### src/rtl/fetch_unit_pkg.sv
// rtl/fetch_unit_pkg.sv - shared instruction header: opcodes, widths, fetch FSM encoding
package fetch_unit_pkg;

  localparam int DEF_ADDR_W = 4;
  localparam int DEF_OP_W   = 8;

  localparam logic [7:0] OP_NOP    = 8'h00;
  localparam logic [7:0] OP_MOV_RI = 8'h10;
  localparam logic [7:0] OP_MOV_RR = 8'h11;
  localparam logic [7:0] OP_HLT    = 8'hFF;

  typedef enum logic [1:0] {
    ST_IDLE  = 2'b00,
    ST_FETCH = 2'b01,
    ST_ISSUE = 2'b10,
    ST_HALT  = 2'b11
  } state_e;

endpackage

### src/rtl/fetch_unit_if.sv
// rtl/fetch_unit_if.sv - instruction memory and opcode issue handshakes of the fetch stage
interface fetch_unit_if #(
  parameter int ADDR_W = 4,
  parameter int OP_W   = 8
);
  logic              imem_req;
  logic [ADDR_W-1:0] imem_addr;
  logic [OP_W-1:0]   imem_rdata;
  logic              imem_valid;
  logic [OP_W-1:0]   opcode;
  logic              opcode_valid;
  logic              opcode_ready;

  modport master (
    output imem_req, imem_addr, opcode, opcode_valid,
    input  imem_rdata, imem_valid, opcode_ready
  );

  modport slave (
    input  imem_req, imem_addr, opcode, opcode_valid,
    output imem_rdata, imem_valid, opcode_ready
  );
endinterface

### src/rtl/program_counter.sv
// rtl/program_counter.sv - program counter register with load and modulo-2^ADDR_W increment
module program_counter #(
  parameter int ADDR_W = 4
) (
  input  logic              clk,
  input  logic              rst_n,
  input  logic              inc,
  input  logic              load,
  input  logic [ADDR_W-1:0] load_addr,
  output logic [ADDR_W-1:0] pc
);

  // load wins over inc; the FSM never asserts both
  always_ff @(posedge clk or negedge rst_n) begin
    if (!rst_n) begin
      pc <= '0;
    end else if (load) begin
      pc <= load_addr;
    end else if (inc) begin
      pc <= pc + ADDR_W'(1);
    end
  end

endmodule

### src/rtl/fetch_unit.sv
// rtl/fetch_unit.sv - fetch stage: reads opcodes from imem and issues them to the decoder
module fetch_unit
  import fetch_unit_pkg::*;
#(
  parameter int ADDR_W = DEF_ADDR_W,
  parameter int OP_W   = DEF_OP_W
) (
  input  logic              clk,
  input  logic              rst_n,
  input  logic              run,
  fetch_unit_if.master      bus,
  input  logic              jump_en,
  input  logic [ADDR_W-1:0] jump_addr,
  output logic [ADDR_W-1:0] pc,
  output logic              halted
);

  state_e          state, state_nxt;
  logic [OP_W-1:0] opcode_q;
  logic            pc_inc, pc_load;

  program_counter #(.ADDR_W(ADDR_W)) u_pc (
    .clk       (clk),
    .rst_n     (rst_n),
    .inc       (pc_inc),
    .load      (pc_load),
    .load_addr (jump_addr),
    .pc        (pc)
  );

  always_ff @(posedge clk or negedge rst_n) begin
    if (!rst_n) begin
      state <= ST_IDLE;
    end else begin
      state <= state_nxt;
    end
  end

  always_ff @(posedge clk or negedge rst_n) begin
    if (!rst_n) begin
      opcode_q <= OP_W'(OP_NOP);
    end else if (state == ST_FETCH && bus.imem_valid) begin
      opcode_q <= bus.imem_rdata;
    end
  end

  always_comb begin
    state_nxt = state;
    pc_inc    = 1'b0;
    pc_load   = 1'b0;
    case (state)
      ST_IDLE: begin
        if (run) state_nxt = ST_FETCH;
      end
      ST_FETCH: begin
        if (bus.imem_valid) state_nxt = ST_ISSUE;
      end
      ST_ISSUE: begin
        // HLT still advances pc so a resume continues after it, ignoring jump_en
        if (bus.opcode_ready) begin
          if (opcode_q == OP_W'(OP_HLT)) begin
            pc_inc    = 1'b1;
            state_nxt = ST_HALT;
          end else if (jump_en) begin
            pc_load   = 1'b1;
            state_nxt = ST_FETCH;
          end else begin
            pc_inc    = 1'b1;
            state_nxt = ST_FETCH;
          end
        end
      end
      ST_HALT: begin
        if (run) state_nxt = ST_FETCH;
      end
      default: state_nxt = ST_IDLE;
    endcase
  end

  assign bus.imem_req     = (state == ST_FETCH);
  assign bus.imem_addr    = bus.imem_req ? pc : '0;
  assign bus.opcode       = opcode_q;
  assign bus.opcode_valid = (state == ST_ISSUE);
  assign halted           = (state == ST_HALT);

endmodule

### src/flat_wrapper.sv
// flat-port wrapper written by rule: the top's interface ports become plain ports
module fetch_unit_flat import fetch_unit_pkg::*;
#(
  parameter int ADDR_W = DEF_ADDR_W,
  parameter int OP_W   = DEF_OP_W
)
  (clk, rst_n, run, jump_en, jump_addr, pc, halted, bus_imem_req, bus_imem_addr, bus_opcode, bus_opcode_valid, bus_imem_rdata, bus_imem_valid, bus_opcode_ready);
  fetch_unit_if #(.ADDR_W(ADDR_W), .OP_W(OP_W)) bus_i ();
  input  logic clk;
  input  logic rst_n;
  input  logic run;
  input  logic jump_en;
  input  logic [ADDR_W-1:0] jump_addr;
  output logic [ADDR_W-1:0] pc;
  output logic halted;
  output wire logic [$bits(bus_i.imem_req)-1:0] bus_imem_req;
  output wire logic [$bits(bus_i.imem_addr)-1:0] bus_imem_addr;
  output wire logic [$bits(bus_i.opcode)-1:0] bus_opcode;
  output wire logic [$bits(bus_i.opcode_valid)-1:0] bus_opcode_valid;
  input wire logic [$bits(bus_i.imem_rdata)-1:0] bus_imem_rdata;
  input wire logic [$bits(bus_i.imem_valid)-1:0] bus_imem_valid;
  input wire logic [$bits(bus_i.opcode_ready)-1:0] bus_opcode_ready;
  assign bus_imem_req = bus_i.imem_req;
  assign bus_imem_addr = bus_i.imem_addr;
  assign bus_opcode = bus_i.opcode;
  assign bus_opcode_valid = bus_i.opcode_valid;
  assign bus_i.imem_rdata = bus_imem_rdata;
  assign bus_i.imem_valid = bus_imem_valid;
  assign bus_i.opcode_ready = bus_opcode_ready;
  fetch_unit #(.ADDR_W(ADDR_W), .OP_W(OP_W)) u_core (.clk(clk), .rst_n(rst_n), .run(run), .bus(bus_i), .jump_en(jump_en), .jump_addr(jump_addr), .pc(pc), .halted(halted));
endmodule
### config.mk
export PLATFORM = sky130hd
export DESIGN_NAME = fetch_unit_flat
export DESIGN_NICKNAME = d
export VERILOG_FILES = /design/src/rtl/fetch_unit_pkg.sv /design/src/rtl/fetch_unit_if.sv /design/src/rtl/program_counter.sv /design/src/rtl/fetch_unit.sv /design/src/flat_wrapper.sv
export SDC_FILE = /design/constraint.sdc
export NUM_CORES = 1
export LEC_CHECK = 0
export ABC_AREA = 1
export CELL_PAD_IN_SITES_DETAIL_PLACEMENT = 0
export CELL_PAD_IN_SITES_GLOBAL_PLACEMENT = 1
export CORE_ASPECT_RATIO = 1.1
export CORE_MARGIN = 5
export CORE_UTILIZATION = 28
export CTS_CLUSTER_SIZE = 30
export DETAILED_ROUTE_END_ITERATION = 12
export GPL_ROUTABILITY_DRIVEN = 0
export GPL_TIMING_DRIVEN = 0
export PLACE_DENSITY = 0.89
export SETUP_SLACK_MARGIN = 0.05
export SYNTH_ARGS = -nofsm -noshare
export SYNTH_HDL_FRONTEND = slang
export SYNTH_HIERARCHICAL = 1
export SYNTH_SLANG_ARGS = --single-unit
### constraint.sdc
create_clock -name clk -period 1.7 [get_ports clk]
set_clock_uncertainty 0.1 [all_clocks]
set_input_delay 0.51 -clock clk [delete_from_list [all_inputs] [get_ports clk]]
set_output_delay 0.51 -clock clk [all_outputs]
set_load 0.03 [all_outputs]
==> tab_implementation.tex <==
\begin{tabular}{lr}
\hline
Metric & Value \\
\hline
\multicolumn{2}{l}{\textbf{Run status}} \\
\quad Result of the run & finished, violations left \\
\quad Violations in the final reports & negative setup slack \\
\multicolumn{2}{l}{\textbf{Synthesis}} \\
\quad Share of the synthesized area in the top cell type & 0.453 \\
\quad Largest area contributor in the synthesized netlist & sky130\_fd\_sc\_hd\_\_dfrtp\_1 \\
\quad Number of warnings printed during yosys synthesis & 6 \\
\quad Largest cells by area after synthesis & sky130\_fd\_sc\_hd\_\_dfrtp\_1 45\%, sky130\_fd\_sc\_hd\_\_nand2\_1 14\%, sky130\_fd\_sc\_hd\_\_mux2\_2 7.3\% \\
\quad Unique cell type count in the Yosys netlist & 17 \\
\quad Gate Count Post-Synth & 87 \\
\quad Post-synthesis average cell area & 8.89 um\^{}2 \\
\quad Number of storage elements in the synthesis netlist & 14 \\
\quad Synthesized Nets & 109 \\
\quad Fraction of the yosys area taken by sequential cells & 0.453 \\
\quad Netlist Area Pre-Place & 773 um\^{}2 \\
\multicolumn{2}{l}{\textbf{STA}} \\
\quad Timing-limited maximum frequency & 540 MHz \\
\quad RSZ-0062 raised after global routing & yes \\
\quad Smallest setup slack after layout & -0.152 ns \\
\quad Time the final worst path needs with I/O delays and setup & 1.85 ns \\
\quad Post-route clock period utilization & 1.09 \\
\quad Worst slew margin relative to its limit & 0.571 \\
\quad Max-slew violation count & 0 \\
\quad Setup violations, final & 7 \\
\quad Final-layout setup total negative slack & -0.767 ns \\
\quad Hold slack final & 0.436 ns \\
\quad Actual slew at the worst max-slew pin & 0.641 ns \\
\quad Final Hold Violating Endpoints & 0 \\
\multicolumn{2}{l}{\textbf{Critical path}} \\
\quad Slowest cell on crit path & sky130\_fd\_sc\_hd\_\_dfrtp\_2 \\
\quad Top delay family on crit path & flip-flops \\
\quad CP peak stage delay & 0.45 ns \\
\quad Worst endpoint required time & 1.09 ns \\
\quad Maximum fanout encountered on the critical timing path & 5 \\
\quad Total buffers and inverters traversed by the critical path & 3 \\
\quad Chain of cells forming the critical path & ha\_4, buf\_6, nand2\_2, inv\_2, buf\_6 \\
\quad Class of the most critical setup path & flip-flop to primary output \\
\quad Critical Path Most Common Cell & sky130\_fd\_sc\_hd\_\_buf\_6 \\
\quad Critical path endpoint category & primary output \\
\quad Category of the worst setup path launch point & flip-flop \\
\quad Arrival time of the worst setup path & 1.24 ns \\
\multicolumn{2}{l}{\textbf{Finish}} \\
\quad Area used by multi-input combinational logic & 422 um\^{}2 \\
\quad N\_diodes & 0 \\
\quad Number of filler cells placed in the layout & 284 \\
\quad Area growth from synthesis to layout & 69.4\% \\
\quad Number of standard cells in the final layout excluding fillers & 167 \\
\quad Nets & 157 \\
\quad Area used by sequential logic in the layout & 354 um\^{}2 \\
\quad Layout cells sized above 1 & 0.425 \\
\multicolumn{2}{l}{\textbf{Drt}} \\
\quad Starting DRC count in detailed routing & 3 \\
\quad First-pass detailed-route iteration total & 2 \\
\quad Wirelength, routed & 1940 um \\
\quad DR WL/cell & 11.6 um \\
\quad Via count & 720 \\
\quad DRC violation count after routing & 0 \\
\quad Detailed-route vias per instance & 4.31 \\
\quad Routed Antenna Nets & 0 \\
\multicolumn{2}{l}{\textbf{Clock network}} \\
\quad Clock tree from TritonCTS & built \\
\quad Maximum level of the CTS H-tree & 1 \\
\quad Maximum clock insertion buffer count & 2 \\
\quad Clock slew seen by the registers of the worst setup and hold paths & 0.09 ns \\
\quad Total clock sinks & 14 \\
\quad Clock tree root driver cell & sky130\_fd\_sc\_hd\_\_clkbuf\_4 \\
\quad Clock network latency to the later pin of the worst-skew pair & 0.28 ns \\
\quad CTS buffer count & 3 \\
\multicolumn{2}{l}{\textbf{Pwr}} \\
\quad Leakage power total & 0.642 nW \\
\quad Power density of the placed cells & 1940 mW/mm\^{}2 \\
\quad Max VDD drop & 0.910 mV \\
\multicolumn{2}{l}{\textbf{Floorplanning}} \\
\quad Die Height & 65.1 um \\
\quad Die Wd & 60.1 um \\
\quad Total die area & 0.00391 mm\^{}2 \\
\quad Count of pins on the block boundary & 37 \\
\quad Placeable core region & 0.00270 mm\^{}2 \\
\quad Initial standard-cell utilization of the core & 0.286 \\
\quad Cell Rows & 20 \\
\multicolumn{2}{l}{\textbf{Placed design}} \\
\quad Pre-CTS worst setup slack & -0.439 ns \\
\quad HPWL reported at the end of detailed placement & 1470 um \\
\quad Number of cells in the design after placement & 156 \\
\quad Port buffer count & 36 \\
\multicolumn{2}{l}{\textbf{Min path}} \\
\quad Tightest Hold Check Type & flip-flop to flip-flop \\
\multicolumn{2}{l}{\textbf{Global route}} \\
\quad Global-route wire length before repair & 3210 um \\
\quad Number of global-route vias before repair & 724 \\
\quad Remaining global-route overflow & 0 \\
\quad Largest net degree at the start of global routing & 15 \\
\quad Initial antenna violation count & 0 \\
\quad Total routing resource utilization after global routing & 0.109 \\
\multicolumn{2}{l}{\textbf{Job}} \\
\quad Maxcap violations & 0 \\
\hline
\end{tabular}
[report_power, final]
part,internal [mW],leakage (nW),switching [mW]
clock,0.130,0.0210,0.111
combinational,0.729,0.456,0.883
sequential,0.508,0.165,0.177
[synthesized netlist by cell type]
cell type / number
sky130_fd_sc_hd__a21boi_1: 1
sky130_fd_sc_hd__a21oi_1: 1
sky130_fd_sc_hd__a22oi_1: 1
sky130_fd_sc_hd__buf_6: 1
sky130_fd_sc_hd__dfrtp_1: 14
sky130_fd_sc_hd__ha_1: 4
sky130_fd_sc_hd__inv_1: 13
sky130_fd_sc_hd__mux2_2: 5
sky130_fd_sc_hd__mux2_4: 3
sky130_fd_sc_hd__nand2_1: 28
sky130_fd_sc_hd__nand2_4: 1
sky130_fd_sc_hd__nand3_1: 4
sky130_fd_sc_hd__nand4_1: 1
sky130_fd_sc_hd__nor2_1: 6
sky130_fd_sc_hd__o211ai_1: 1
sky130_fd_sc_hd__o21ai_0: 2
sky130_fd_sc_hd__xnor2_1: 1
[worst paths after layout]
kind                                       from              endpoint  slack (ns)  cells after the start
min in group asynchronous                 rst_n  u_core/bus.opcode[5]        0.52                      1
min reg2reg                u_core/bus.opcode[5]  u_core/bus.opcode[5]        0.44                      1
max reg2reg                     u_core/state[0]  u_core/bus.opcode[1]        0.12                      5
max                             u_core/state[0]      bus_imem_addr[2]       -0.15                      5
min                        u_core/bus.opcode[5]  u_core/bus.opcode[5]        0.44                      1
max in group asynchronous                 rst_n     u_core/u_pc/pc[2]        0.53                      1
[per-stage QoR]
step                      utilization  cell area [um^2]  power [mW]
after global placement          0.441              1190        2.14
after CTS                       0.473              1280        2.52
after floorplan                     -               791        1.63
final                           0.485              1310        2.54
after global routing            0.485              1310        2.75
after detailed placement        0.441              1190        2.18
[flip-flops by register name, indices dropped and copies added, names as in the netlist]
name               cells
u_core/u_pc/pc         4
u_core/bus.opcode      8
u_core/state           2
[what timing repair did]
item                       CTS  global route
setup endpoints to repair   21            14
buffers inserted             4             3
resized for setup          100            10
pin swaps                    1             3
hold buffers                 0             0
[area by class of cell]
type / count / share of cell area
multi-input cells: 59 / 0.322
repair buffers: 43 / 0.303
flip-flops and latches: 14 / 0.270
inverters: 13 / 0.0372
well taps: 33 / 0.0315
clock buffers: 4 / 0.0277
plain buffers: 1 / 0.00860
[cells in the final DEF, fill, tap and decap left out, drive strengths merged, types with 2 or more instances in the layout]
cell           netlist  routed
nand2               29      29
buf                  1      20
clkdlybuf4s50        0      17
dfrtp               14      14
inv                 13      13
mux2                 8       8
nor2                 6       6
clkbuf               0       6
clkdlybuf4s15        0       5
nand3                4       4
ha                   4       4
o21ai                2       2
[logic make-up (layout without fill, tap and decap cells)]
group | Yosys count | in the layout | share of synthesized area
DFF | 14 | 14 | 0.453
muxes | 8 | 8 | 0.131
and+or+nand+nor | 40 | 40 | 0.214
adders and majority gates | 4 | 4 | 0.0647
buffers and inverters | 14 | 61 | 0.0777
xor gates and xnor gates | 1 | 1 | 0.0113
AOI/OAI and AO/OA | 6 | 6 | 0.0485
[per-layer routing]
| metal | up-vias | global-route usage | part of all wire | wire [um] |
|---|---|---|---|---|
| met3 | 2 | 0.0629 | 0.15 | 285 |
| met2 | 32 | 0.176 | 0.49 | 948 |
| met4 | 0 | 0.0416 | 0.0046 | 9 |
| met1 | 315 | 0.115 | 0.36 | 697 |
| li1 | 371 | - | - | - |
| met5 | - | 0 | 0 | 0 |
[worst register-to-register path, stage by stage (launching register included)]
cell                      delay, ns
sky130_fd_sc_hd__dfrtp_2       0.45
sky130_fd_sc_hd__ha_4          0.17
sky130_fd_sc_hd__buf_6         0.12
sky130_fd_sc_hd__buf_4         0.15
sky130_fd_sc_hd__nand2_4       0.12
sky130_fd_sc_hd__mux2_2        0.35
No activity file was read; power rests on OpenSTA's default activity.
==> variant: new RTL, same settings <==
Set the package constant `DEF_OP_W` to 12 (it was 8).
--- a/src/rtl/fetch_unit_pkg.sv
+++ b/src/rtl/fetch_unit_pkg.sv
@@ -2,7 +2,7 @@
 package fetch_unit_pkg;
 
   localparam int DEF_ADDR_W = 4;
-  localparam int DEF_OP_W   = 8;
+  localparam int DEF_OP_W   = 12;
 
   localparam logic [7:0] OP_NOP    = 8'h00;
   localparam logic [7:0] OP_MOV_RI = 8'h10;
Interface: changed (resized bus_imem_rdata and bus_opcode); port bits go from 37 to 45. The function was not compared with the original's and may differ.
==> variant against the unedited design <==
  * The run still ends with setup timing left
  * Sequential cell count up 4
  * Utilization up 1.6 points
  * Design area up 26%
  * Setup slack worse by 0.027 ns
  * Clock power up 11%
  * Power up 23%
  * Area after synthesis up 22%
  * Wire length up 24%
  * Via count up 29%
  * Worst hold slack better by 0.011 ns
  * Critical endpoint is now bus_imem_addr[1]
  * Largest cell class is now non-clock buffers
  * Largest power group unchanged
  * Highest routed layer is now met3
==> variant: results (changes against the unedited design) <==
Setup path
  – Max incr delay on CP: 0.42 ns (-0.03 ns)
  – R2r worst-path depth: 11 (+6)
  – Critical R2R Launch: u_core/state[0]$_DFFE_PN0P_
  – FF-to-FF setup slack: 0.05 ns (-0.07 ns)
  – Worst path slowest cell: dfrtp_1
  – CP arrival: 1.27 ns (+0.03 ns)
  – RR Endpoint: u_core/u_pc/pc[3]$_DFFE_PN0P_

Timing
  – Worst setup margin: -0.180 ns (-0.0275 ns)
  – Hold slack: 0.447 ns (+0.0110 ns)
  – Worst slew pin tran: 0.794 ns (+0.153 ns)
  – Final setup violation count: 7 (unchanged)

Global routing
  – Vias in the first global route: 966 (+33%)
  – Initial antenna violation count: 0 (unchanged)
  – Total GRT Usage: 10.2% (-0.64 points)
  – First-pass GRT wire length: 3.83 mm (+19%)
  – Largest net degree at the start of global routing: 19 (+4)

Final layout
  – Max FFs per register: 12 (+4)
  – Layout Nets: 193 (+23%)
  – Share of layout cells above drive strength 1: 44.6% (+2.0 points)

Synth
  – Syn avg cell area: 8.88 um^2 (-0.13%)
  – Post-Syn Nets: 132 (+21%)
  – Yosys top cell area share: 47.9% (+2.6 points)
  – Post-synthesis sequential area ratio: 47.9% (+2.6 points)
  – Top cells by area, synth: dfrtp_1 48%, nand2_1 12%, mux2_2 7.2%, inv_1 6.8%, ha_1 5.3%
  – Top cells by count, synth: 29 x nand2_1, 18 x dfrtp_1, 17 x inv_1

Worst hold path
  – Hold Path End: u_core/bus.opcode[9]$_DFFE_PN0P_
  – Origin of the worst min-delay path: u_core/bus.opcode[9]$_DFFE_PN0P_
  – Min-delay worst type: reg -> reg
  – Hold Crit Depth: 2 (+1)

Placement
  – Dpl hpwl: 1.78 mm (+21%)
  – IO Port Bufs: 44 (+22%)
  – Pre-CTS setup slack: -0.455 ns (-0.0157 ns)

Routing
  – Vias per std cell: 4.61 (+7.0%)
  – Routed vias: 932 (+29%)
  – Final wirelength: 2.40 mm (+24%)
  – DR iter-0 viols: 23 (+20)
  – DR pass1 iterations: 4 (+2)

Power
  – Sw power: 0.00144 W (+23%)
  – Worst vdd ir: 0.000901 V (-0.92%)
  – Leakage Power: 0.789 nW (+23%)
  – Power share of the clock group: 8.6% (-0.9 points)

Run status
  – Status: finished, violations left
  – Failing checks: setup timing

Clocking
  – Reg clk slew, reported paths: 0.11 ns (+0.02 ns)
## variant: logic make-up after synthesis
| family | count (synthesis) | synth area share [%] |
|---|---|---|
| compound gates | 11 | 6.65 |
| xor+xnor | 1 | 0.931 |
| fa+ha+maj | 4 | 5.32 |
| buf+inv | 19 | 9.18 |
| flops | 18 | 47.9 |
| mux | 8 | 10.4 |
| simple gates | 45 | 19.7 |
## variant: worst register-to-register path: stages, from the launching register on
cell and delay [ns]:
dfrtp_2 0.45, buf_4 0.15, inv_2 0.05, ha_4 0.13, buf_6 0.11, nand2_4 0.06, nor2_4 0.19, inv_2 0.05
nand2_2 0.08, inv_2 0.04, nand3_1 0.07, nand2_1 0.06
## variant: metal layers
metal	wire, um	part of all wire, %	global-route usage [%]	up-vias
met5	0	0	0	-
met4	0	0	2.76	0
met3	234	9.8	4.60	0
met2	1240	52	19.3	36
met1	922	38	9.85	443
li1	-	-	-	453
## variant: cell type report
type | count | area, um^2
Buffer | 2 | 22.5
Clock buffer | 4 | 36.3
Fill cell | 324 | 1650
Inverter | 17 | 63.8
Multi-Input combinational cell | 69 | 504
Sequential cell | 18 | 454
Tap cell | 36 | 45.0
Timing Repair Buffer | 56 | 529
## variant: metrics by stage
step                TNS [ns]  total power [W]  instance area (um^2)  util, %
floorplan                  0          0.00194                   958        -
global placement       -3.28          0.00257                  1440     43.7
detailed placement     -3.54          0.00261                  1440     43.7
CTS                   -0.996          0.00306                  1590     48.3
global route           -1.54          0.00336                  1660     50.1
finish                 -1.00          0.00313                  1660     50.1
## variant: power by group through the flow
stage	Sequential [W]	Combinational, W	Clock [W]
5_1_grt	0.000868	0.00219	0.000302
6_report	0.000835	0.00203	0.000269
2_1_floorplan	0.00118	0.000763	0
4_1_cts	0.000828	0.00196	0.000273
3_5_place_dp	0.000847	0.00176	0
3_3_place_gp	0.000834	0.00174	0
## variant: how the worst max path moves through the flow
| stage | start | to | cells after the start |
|---|---|---|---|
| CTS | u_core/state[1]$_DFFE_PN0P_ | bus_imem_addr[0] | 6 |
| finish | u_core/state[1]$_DFFE_PN0P_ | bus_imem_addr[1] | 6 |
| floorplan | u_core/state[1]$_DFFE_PN0P_ | bus_imem_addr[0] | 5 |
| detailed placement | u_core/state[1]$_DFFE_PN0P_ | bus_imem_addr[0] | 6 |
| global route | u_core/state[1]$_DFFE_PN0P_ | bus_imem_addr[2] | 6 |
| global placement | u_core/state[1]$_DFFE_PN0P_ | bus_imem_addr[0] | 6 |
## variant: timing repair
| item | CTS | global route |
|---|---|---|
| pin swaps | 1 | 5 |
| resized for setup | 116 | 25 |
| endpoints found under the setup margin | 23 | 17 |
| setup buffers | 9 | 4 |
